**config.mk**
```make
export PLATFORM = sky130hd
export DESIGN_NAME = main_control_fsm_flat
export DESIGN_NICKNAME = d
export VERILOG_FILES = /design/src/rtl/ctrl_pkg.sv /design/src/rtl/main_control_fsm_if.sv /design/src/rtl/mem_wait_timer.sv /design/src/rtl/main_control_fsm.sv /design/src/flat_wrapper.sv
export SDC_FILE = /design/constraint.sdc
export NUM_CORES = 1
export LEC_CHECK = 0
export BUFFER_PORTS_ARGS = -buffer_cell sky130_fd_sc_hd__buf_2
export CAP_MARGIN = 20
export CORE_UTILIZATION = 49
export DETAILED_ROUTE_END_ITERATION = 6
export GPL_TIMING_DRIVEN = 0
export HOLD_SLACK_MARGIN = 0.05
export PLACE_DENSITY_LB_ADDON = 0.2
export SYNTH_ARGS = -nofsm -noshare
export SYNTH_HDL_FRONTEND = slang
export SYNTH_SLANG_ARGS = --single-unit
```
**constraint.sdc**
```tcl
create_clock -name clk -period 2.1 [get_ports clk]
set_input_delay 0.21 -clock clk [delete_from_list [all_inputs] [get_ports clk]]
set_output_delay 0.21 -clock clk [all_outputs]
set_load 0.03 [all_outputs]
```
**src/rtl/ctrl_pkg.sv**
```systemverilog
// Shared encodings for the multicycle MIPS main control unit: states, opcodes,
// ALUOp and datapath mux selects, plus the Moore output decode per state.
package ctrl_pkg;

  typedef enum logic [3:0] {
    S_FETCH  = 4'd0,
    S_DECODE = 4'd1,
    S_MEMADR = 4'd2,
    S_MEMRD  = 4'd3,
    S_MEMWB  = 4'd4,
    S_MEMWR  = 4'd5,
    S_EXEC   = 4'd6,
    S_RCOMP  = 4'd7,
    S_BRANCH = 4'd8,
    S_JUMP   = 4'd9,
    S_ADDIEX = 4'd10,
    S_ADDIWB = 4'd11
  } state_t;

  localparam logic [5:0] OP_RTYPE = 6'b000000;
  localparam logic [5:0] OP_LW    = 6'b100011;
  localparam logic [5:0] OP_SW    = 6'b101011;
  localparam logic [5:0] OP_BEQ   = 6'b000100;
  localparam logic [5:0] OP_J     = 6'b000010;
  localparam logic [5:0] OP_ADDI  = 6'b001000;

  localparam logic [1:0] ALUOP_ADD   = 2'b00;
  localparam logic [1:0] ALUOP_SUB   = 2'b01;
  localparam logic [1:0] ALUOP_FUNCT = 2'b10;

  localparam logic [1:0] SRCB_B      = 2'b00;
  localparam logic [1:0] SRCB_FOUR   = 2'b01;
  localparam logic [1:0] SRCB_IMM    = 2'b10;
  localparam logic [1:0] SRCB_IMMSL2 = 2'b11;

  localparam logic [1:0] PCSRC_ALU    = 2'b00;
  localparam logic [1:0] PCSRC_ALUOUT = 2'b01;
  localparam logic [1:0] PCSRC_JUMP   = 2'b10;

  typedef struct packed {
    logic       pc_write;
    logic       pc_write_cond;
    logic       iord;
    logic       mem_read;
    logic       mem_write;
    logic       ir_write;
    logic       mem_to_reg;
    logic [1:0] pc_source;
    logic [1:0] alu_op;
    logic       alu_src_a;
    logic [1:0] alu_src_b;
    logic       reg_write;
    logic       reg_dst;
  } ctrl_t;

  // Unlisted controls stay 0, so every state starts from an all-zero word.
  function automatic ctrl_t decodeState(input state_t s);
    ctrl_t c;
    c = '0;
    case (s)
      S_FETCH: begin
        c.mem_read  = 1'b1;
        c.ir_write  = 1'b1;
        c.alu_src_b = SRCB_FOUR;
        c.alu_op    = ALUOP_ADD;
        c.pc_write  = 1'b1;
      end
      S_DECODE: begin
        c.alu_src_b = SRCB_IMMSL2;
        c.alu_op    = ALUOP_ADD;
      end
      S_MEMADR, S_ADDIEX: begin
        c.alu_src_a = 1'b1;
        c.alu_src_b = SRCB_IMM;
        c.alu_op    = ALUOP_ADD;
      end
      S_MEMRD: begin
        c.mem_read = 1'b1;
        c.iord     = 1'b1;
      end
      S_MEMWB: begin
        c.reg_write  = 1'b1;
        c.mem_to_reg = 1'b1;
      end
      S_MEMWR: begin
        c.mem_write = 1'b1;
        c.iord      = 1'b1;
      end
      S_EXEC: begin
        c.alu_src_a = 1'b1;
        c.alu_src_b = SRCB_B;
        c.alu_op    = ALUOP_FUNCT;
      end
      S_RCOMP: begin
        c.reg_write = 1'b1;
        c.reg_dst   = 1'b1;
      end
      S_BRANCH: begin
        c.alu_src_a     = 1'b1;
        c.alu_op        = ALUOP_SUB;
        c.pc_write_cond = 1'b1;
        c.pc_source     = PCSRC_ALUOUT;
      end
      S_JUMP: begin
        c.pc_write  = 1'b1;
        c.pc_source = PCSRC_JUMP;
      end
      S_ADDIWB: begin
        c.reg_write = 1'b1;
      end
      default: c = '0;
    endcase
    return c;
  endfunction

endpackage

```
**src/rtl/main_control_fsm_if.sv**
```systemverilog
// Control bus between the main control unit (master) and the datapath (slave):
// opcode and memory-ready in, every datapath enable/select and debug state out.
interface main_control_fsm_if #(
  parameter int STATE_W = 4
);
  logic [5:0]         i_opcode;
  logic               i_mem_ready;
  logic               o_pc_write;
  logic               o_pc_write_cond;
  logic               o_iord;
  logic               o_mem_read;
  logic               o_mem_write;
  logic               o_ir_write;
  logic               o_mem_to_reg;
  logic [1:0]         o_pc_source;
  logic [1:0]         o_alu_op;
  logic               o_alu_src_a;
  logic [1:0]         o_alu_src_b;
  logic               o_reg_write;
  logic               o_reg_dst;
  logic               o_illegal_op;
  logic               o_mem_err;
  logic [STATE_W-1:0] o_state;

  modport master (
    input  i_opcode, i_mem_ready,
    output o_pc_write, o_pc_write_cond, o_iord, o_mem_read, o_mem_write,
           o_ir_write, o_mem_to_reg, o_pc_source, o_alu_op, o_alu_src_a,
           o_alu_src_b, o_reg_write, o_reg_dst, o_illegal_op, o_mem_err,
           o_state
  );

  modport slave (
    output i_opcode, i_mem_ready,
    input  o_pc_write, o_pc_write_cond, o_iord, o_mem_read, o_mem_write,
           o_ir_write, o_mem_to_reg, o_pc_source, o_alu_op, o_alu_src_a,
           o_alu_src_b, o_reg_write, o_reg_dst, o_illegal_op, o_mem_err,
           o_state
  );
endinterface

```
**src/rtl/mem_wait_timer.sv**
```systemverilog
// Counts consecutive not-ready cycles in a memory state; o_timeout flags the
// last permitted wait cycle (count == MEM_TIMEOUT-1).
module mem_wait_timer #(
  parameter int MEM_TIMEOUT = 15
) (
  input  logic clk,
  input  logic reset,
  input  logic i_count_en,
  input  logic i_clear,
  output logic o_timeout
);
  localparam int CNT_W = (MEM_TIMEOUT > 1) ? $clog2(MEM_TIMEOUT) : 1;
  localparam logic [CNT_W-1:0] LIMIT = CNT_W'(MEM_TIMEOUT - 1);

  logic [CNT_W-1:0] r_count;

  // The limit cycle always ends in success or abort, both of which clear,
  // so the count never runs past LIMIT.
  always_ff @(posedge clk) begin
    if (reset || i_clear) begin
      r_count <= '0;
    end else if (i_count_en) begin
      r_count <= r_count + CNT_W'(1);
    end
  end

  assign o_timeout = (r_count == LIMIT);
endmodule

```
**src/rtl/main_control_fsm.sv**
```systemverilog
// Multicycle MIPS main control FSM with memory-ready stretching and timeout abort.
// Define ADDI_EN to decode addi (001000) through the ADDIEX/ADDIWB states.
module main_control_fsm
  import ctrl_pkg::*;
#(
  parameter int MEM_TIMEOUT = 15,
  parameter int STATE_W     = 4
) (
  input logic               clk,
  input logic               reset,
  main_control_fsm_if.master bus
);
  state_t     r_state;
  state_t     w_next;
  ctrl_t      r_ctrl;
  logic [5:0] r_opcode;
  logic       w_mem_state;
  logic       w_timeout;
  logic       w_abort;
  logic       w_illegal;
  logic       w_clear;
  logic       w_fetch_hold;

  assign w_mem_state  = (r_state == S_FETCH) || (r_state == S_MEMRD) || (r_state == S_MEMWR);
  assign w_abort      = w_mem_state && !bus.i_mem_ready && w_timeout;
  assign w_fetch_hold = (r_state == S_FETCH) && !bus.i_mem_ready;
  assign w_clear      = bus.i_mem_ready || w_abort || (w_next != r_state);

  mem_wait_timer #(
    .MEM_TIMEOUT(MEM_TIMEOUT)
  ) u_timer (
    .clk       (clk),
    .reset     (reset),
    .i_count_en(w_mem_state && !bus.i_mem_ready),
    .i_clear   (w_clear),
    .o_timeout (w_timeout)
  );

  always_comb begin
    w_next    = S_FETCH;
    w_illegal = 1'b0;
    case (r_state)
      S_FETCH: w_next = bus.i_mem_ready ? S_DECODE : S_FETCH;
      S_DECODE: begin
        case (bus.i_opcode)
          OP_LW, OP_SW: w_next = S_MEMADR;
          OP_RTYPE:     w_next = S_EXEC;
          OP_BEQ:       w_next = S_BRANCH;
          OP_J:         w_next = S_JUMP;
`ifdef ADDI_EN
          OP_ADDI:      w_next = S_ADDIEX;
`endif
          default: begin
            w_next    = S_FETCH;
            w_illegal = 1'b1;
          end
        endcase
      end
      S_MEMADR: w_next = (r_opcode == OP_SW) ? S_MEMWR : S_MEMRD;
      S_MEMRD:  w_next = bus.i_mem_ready ? S_MEMWB : (w_abort ? S_FETCH : S_MEMRD);
      S_MEMWB:  w_next = S_FETCH;
      S_MEMWR:  w_next = (bus.i_mem_ready || w_abort) ? S_FETCH : S_MEMWR;
      S_EXEC:   w_next = S_RCOMP;
      S_RCOMP:  w_next = S_FETCH;
      S_BRANCH: w_next = S_FETCH;
      S_JUMP:   w_next = S_FETCH;
`ifdef ADDI_EN
      S_ADDIEX: w_next = S_ADDIWB;
      S_ADDIWB: w_next = S_FETCH;
`endif
      default:  w_next = S_FETCH;
    endcase
  end

  // Controls are registered from the next state, so r_ctrl always matches r_state.
  always_ff @(posedge clk) begin
    if (reset) begin
      r_state  <= S_FETCH;
      r_ctrl   <= decodeState(S_FETCH);
      r_opcode <= '0;
    end else begin
      r_state <= w_next;
      r_ctrl  <= decodeState(w_next);
      if (r_state == S_DECODE) begin
        r_opcode <= bus.i_opcode;
      end
    end
  end

  assign bus.o_pc_write      = !reset && r_ctrl.pc_write && !w_fetch_hold;
  assign bus.o_ir_write      = !reset && r_ctrl.ir_write && !w_fetch_hold;
  assign bus.o_mem_write     = !reset && r_ctrl.mem_write && !w_abort;
  assign bus.o_pc_write_cond = !reset && r_ctrl.pc_write_cond;
  assign bus.o_iord          = !reset && r_ctrl.iord;
  assign bus.o_mem_read      = !reset && r_ctrl.mem_read;
  assign bus.o_mem_to_reg    = !reset && r_ctrl.mem_to_reg;
  assign bus.o_alu_src_a     = !reset && r_ctrl.alu_src_a;
  assign bus.o_reg_write     = !reset && r_ctrl.reg_write;
  assign bus.o_reg_dst       = !reset && r_ctrl.reg_dst;
  assign bus.o_pc_source     = reset ? 2'b00 : r_ctrl.pc_source;
  assign bus.o_alu_op        = reset ? 2'b00 : r_ctrl.alu_op;
  assign bus.o_alu_src_b     = reset ? 2'b00 : r_ctrl.alu_src_b;
  assign bus.o_illegal_op    = !reset && w_illegal;
  assign bus.o_mem_err       = !reset && w_abort;
  assign bus.o_state         = reset ? '0 : STATE_W'(r_state);
endmodule

```
**src/flat_wrapper.sv**
```systemverilog
// flat-port wrapper written by rule: the top's interface ports become plain ports
module main_control_fsm_flat import ctrl_pkg::*;
#(
  parameter int MEM_TIMEOUT = 15,
  parameter int STATE_W     = 4
)
  (clk, reset, bus_i_opcode, bus_i_mem_ready, bus_o_pc_write, bus_o_pc_write_cond, bus_o_iord, bus_o_mem_read, bus_o_mem_write, bus_o_ir_write, bus_o_mem_to_reg, bus_o_pc_source, bus_o_alu_op, bus_o_alu_src_a, bus_o_alu_src_b, bus_o_reg_write, bus_o_reg_dst, bus_o_illegal_op, bus_o_mem_err, bus_o_state);
  main_control_fsm_if #(.STATE_W(STATE_W)) bus_i ();
  input logic clk;
  input logic reset;
  input wire logic [$bits(bus_i.i_opcode)-1:0] bus_i_opcode;
  input wire logic [$bits(bus_i.i_mem_ready)-1:0] bus_i_mem_ready;
  output wire logic [$bits(bus_i.o_pc_write)-1:0] bus_o_pc_write;
  output wire logic [$bits(bus_i.o_pc_write_cond)-1:0] bus_o_pc_write_cond;
  output wire logic [$bits(bus_i.o_iord)-1:0] bus_o_iord;
  output wire logic [$bits(bus_i.o_mem_read)-1:0] bus_o_mem_read;
  output wire logic [$bits(bus_i.o_mem_write)-1:0] bus_o_mem_write;
  output wire logic [$bits(bus_i.o_ir_write)-1:0] bus_o_ir_write;
  output wire logic [$bits(bus_i.o_mem_to_reg)-1:0] bus_o_mem_to_reg;
  output wire logic [$bits(bus_i.o_pc_source)-1:0] bus_o_pc_source;
  output wire logic [$bits(bus_i.o_alu_op)-1:0] bus_o_alu_op;
  output wire logic [$bits(bus_i.o_alu_src_a)-1:0] bus_o_alu_src_a;
  output wire logic [$bits(bus_i.o_alu_src_b)-1:0] bus_o_alu_src_b;
  output wire logic [$bits(bus_i.o_reg_write)-1:0] bus_o_reg_write;
  output wire logic [$bits(bus_i.o_reg_dst)-1:0] bus_o_reg_dst;
  output wire logic [$bits(bus_i.o_illegal_op)-1:0] bus_o_illegal_op;
  output wire logic [$bits(bus_i.o_mem_err)-1:0] bus_o_mem_err;
  output wire logic [$bits(bus_i.o_state)-1:0] bus_o_state;
  assign bus_i.i_opcode = bus_i_opcode;
  assign bus_i.i_mem_ready = bus_i_mem_ready;
  assign bus_o_pc_write = bus_i.o_pc_write;
  assign bus_o_pc_write_cond = bus_i.o_pc_write_cond;
  assign bus_o_iord = bus_i.o_iord;
  assign bus_o_mem_read = bus_i.o_mem_read;
  assign bus_o_mem_write = bus_i.o_mem_write;
  assign bus_o_ir_write = bus_i.o_ir_write;
  assign bus_o_mem_to_reg = bus_i.o_mem_to_reg;
  assign bus_o_pc_source = bus_i.o_pc_source;
  assign bus_o_alu_op = bus_i.o_alu_op;
  assign bus_o_alu_src_a = bus_i.o_alu_src_a;
  assign bus_o_alu_src_b = bus_i.o_alu_src_b;
  assign bus_o_reg_write = bus_i.o_reg_write;
  assign bus_o_reg_dst = bus_i.o_reg_dst;
  assign bus_o_illegal_op = bus_i.o_illegal_op;
  assign bus_o_mem_err = bus_i.o_mem_err;
  assign bus_o_state = bus_i.o_state;
  main_control_fsm #(.MEM_TIMEOUT(MEM_TIMEOUT), .STATE_W(STATE_W)) u_core (.clk(clk), .reset(reset), .bus(bus_i));
endmodule
```
==> impl_results.md <==
* Run status: complete, no violations
* Crit-path max FO at 10
* Max Cap Viol at 0
* Final core utilization at 0.6813
* Flop pwr share at 0.459
* DRC Markers at 0
* Ys Warns at 0
* Clock Sinks at 29
* R2R Path Start: u_core.r_state[2]$_SDFF_PP0_
* Clock power frac at 0.394
* RSZ-0062 raised after global routing: true
* Worst EP required at 2.36 ns
* Post-synth top cells: dfxtp_1, nand2_1, nor3_1
* Fin Setup TNS at 0 ns
* Psw at roughly 330 uW
* Worst VDD drop at a little under 0.0006 V
* Vias in the first global route at ~1300
* Min-Delay Path Class: in -> reg
* Yosys top cell by area: dfxtp_1
* Synth top area cells: dfxtp_1, nor2b_1, nor3_1, nand2_1, nor2_1
* Drt total wl at between 4000 and 5000 um
* Antenna violations before repair at 0
* Number of enable flip-flop cells after synthesis at 0
* CTS Buf Count at 5
* Synth top area share at 0.3600
* Largest net degree at the start of global routing at 11
* Worst Setup Start Kind: register
* Pint at approximately 920 uW
* Count leader, synth: dfxtp_1
* PwrDens at approximately 590 mW/mm^2
* Rows at 20
* Dpl ws at -0.1269 ns
* Final non-filler cell total at ~290
* Clock slew at reported path FFs at about 0.09 ns
* Worst setup path class: reg -> reg
* Htree depth at 2
* Synth Register Bits at 29
* DR vias/cell at 5.510
* Final nets at about 250
* Synthesized area at around 0.0016 sq mm
* Remaining global-route overflow at 0
* # fillers at around 280
* Final hold violations at 0
* # hold bufs at CTS at 0
* Routability cong. at just under 0.9
* Antenna fix cells at 0
* Reg2Reg Depth at 8
* R2R Path End: u_core.r_ctrl[1]$_SDFF_PP0_
* Combinational fraction of design power at 0.148
* Synth-to-Final Area Change at 30.02%
* Sw frac at 0.2615
* Hold WS at 0.1464 ns
* Clock Skew at around 0.014 ns
* Final worst setup slack at approximately 0.023 ns
* Die area at roughly 0.0035 sq mm
* Most common flop cell mapped by yosys: dfxtp_1
* Asr flop ratio synth at 0
* Setup violators final at 0
* Leak at 0.8592 nW
* Max Slew Vio Count at 0
* First-pass DRT Iterations at 4
* # IOs at 31
* CTS tree: yes
* Vias at between 1500 and 2000
* Starting density of the core at 0.5240
* First-pass GRT wire length at around 6000 um
* Chip Width at a little under 60 um
* Max_slew headroom at 0.6614
* Max clock buf depth at 2
* Tcrit/Tclk final at 0.9891
* Crit. End Element: register
* FF/Latch Area at roughly 580 sq um
* Footprint of the multi-input gates at 0.001035 sq mm
* Per-cell routed wire length at approximately 14 um
* Post-DP HPWL at between 2000 and 3000 um
* IO buf count at 29
* CTS root buffer: clkbuf_4
* Synthesized instance count at a little under 200
* Final worst path period need at 2.077 ns
* Die Span Y at roughly 60 um
* Worst-Margin Slew at 0.5080 ns
* Final ANT Viol Nets at 0
* Total core area at 0.003078 sq mm
* Synth Area per Inst at 8.271 sq um
* Maximum clock frequency at a little under 0.5 GHz
* Seq/Total Area, Yosys at 0.3600
* CP arrival at between 2 and 2.5 ns
* Worst R2R Setup Slack at between 0.02 and 0.025 ns
* DP Cell Count at approximately 270
* Worst-Skew Late Latency at between 0.3 and 0.4 ns
* Detailed Route Iter0 Violations at 43
* Layout cell share with drive strength beyond 1 at 0.3388
* Synth unique cells at between 50 and 60
* Syn_nets at between 200 and 250
* Worst setup path end: u_core.r_ctrl[1]$_SDFF_PP0_
* Crit path launch: u_core.r_state[2]$_SDFF_PP0_
* GRT Resource Usage Total at 0.2312
==> through the flow <==
| step | power [mW] | instance area [sq um] |
|---|---|---|
| after floorplan | 0.6939 | 1613 |
| after detailed placement | 0.7386 | 1813 |
| after CTS | 1.225 | 1947 |
| final | 1.244 | 2097 |
| after global routing | 1.285 | 2097 |
| after global placement | 0.7368 | 1813 |
==> flip-flops by register name, indices dropped and copies added, names as in the netlist <==
signal / flops
u_core.r_ctrl: 15
u_core.r_opcode: 6
u_core.r_state: 4
u_core.u_timer.r_count: 4
==> logic make-up (layout without fill, tap and decap cells) <==
logic type	Yosys count	after routing	synth area share
flip-flops	29	29	0.3600
XOR/XNOR	5	5	0.02715
AO/OA/AOI/OAI	31	31	0.1513
AND/OR/NAND/NOR	107	107	0.3693
multiplexers	2	2	0.01474
adder cells (fa/ha/maj)	2	2	0.01551
buffers and inverters	19	66	0.06205
==> cell usage in the layout (no fill, tap or decap), drive strengths merged, types with 2 or more instances in the layout <==
master / count
xnor2: 5
and2: 7
buf: 47
nand2b: 3
nor2: 15
a21oi: 8
nor3b: 3
dfxtp: 29
a211oi: 2
nor3: 19
mux2i: 2
o21bai: 2
inv: 7
nor4: 6
nand3: 5
o21ai: 2
a311o: 2
clkbuf: 11
nand2: 21
a31o: 2
nor2b: 18
ha: 2
a31oi: 4
==> worst max-delay path, stage by stage, from the launching register on <==
cell and delay, ns:
dfxtp_1 0.31, buf_4 0.18, xnor2_4 0.20, mux2i_4 0.12, o2111ai_2 0.24, nand2_2 0.10
buf_6 0.16, or4_1 0.53, a21oi_1 0.16
==> layout make-up <==
class                   instances  share of cell area
plain buffers                  12             0.04475
clock buffers                   7             0.02625
clock inverters                 1             0.01432
inverters                       7             0.01253
multi-input cells             147              0.4934
flip-flops and latches         29              0.2774
well taps                      44             0.02625
repair buffers                 39              0.1050
==> worst min path at each step <==
stage / depth (start not counted) / endpoint / slack (ns) / startpoint
floorplan: 2 / u_core.r_opcode[0]$_SDFFE_PP0P_ / 0.35 / bus_i_opcode[0]
global placement: 2 / u_core.r_opcode[1]$_SDFFE_PP0P_ / 0.44 / u_core.r_opcode[1]$_SDFFE_PP0P_
detailed placement: 2 / u_core.r_opcode[1]$_SDFFE_PP0P_ / 0.44 / u_core.r_opcode[1]$_SDFFE_PP0P_
CTS: 3 / u_core.r_opcode[3]$_SDFFE_PP0P_ / 0.15 / bus_i_opcode[3]
global route: 3 / u_core.r_opcode[3]$_SDFFE_PP0P_ / 0.16 / bus_i_opcode[3]
finish: 3 / u_core.r_opcode[3]$_SDFFE_PP0P_ / 0.15 / bus_i_opcode[3]
==> routing by layer <==
layer | share of wire | track usage
met5 | 0 | 0
met4 | 0.017 | 0.1259
met3 | 0.052 | 0.06332
met2 | 0.49 | 0.3628
met1 | 0.44 | 0.2857
==> power by group through the flow <==
stage          combinational [mW]  sequential, mW  clock, mW
2_1_floorplan               0.113           0.581          0
3_3_place_gp                0.155           0.582          0
3_5_place_dp                0.156           0.583          0
4_1_cts                     0.164           0.570      0.491
5_1_grt                     0.198           0.572      0.515
6_report                    0.184           0.571      0.490
==> timing repair <==
item | CTS | global route
setup endpoints to repair | 12 | 16
buffers inserted | 2 | 8
pin swaps | 3 | 9
resized for setup | 4 | 23
Power figures use the tool's default switching activity.
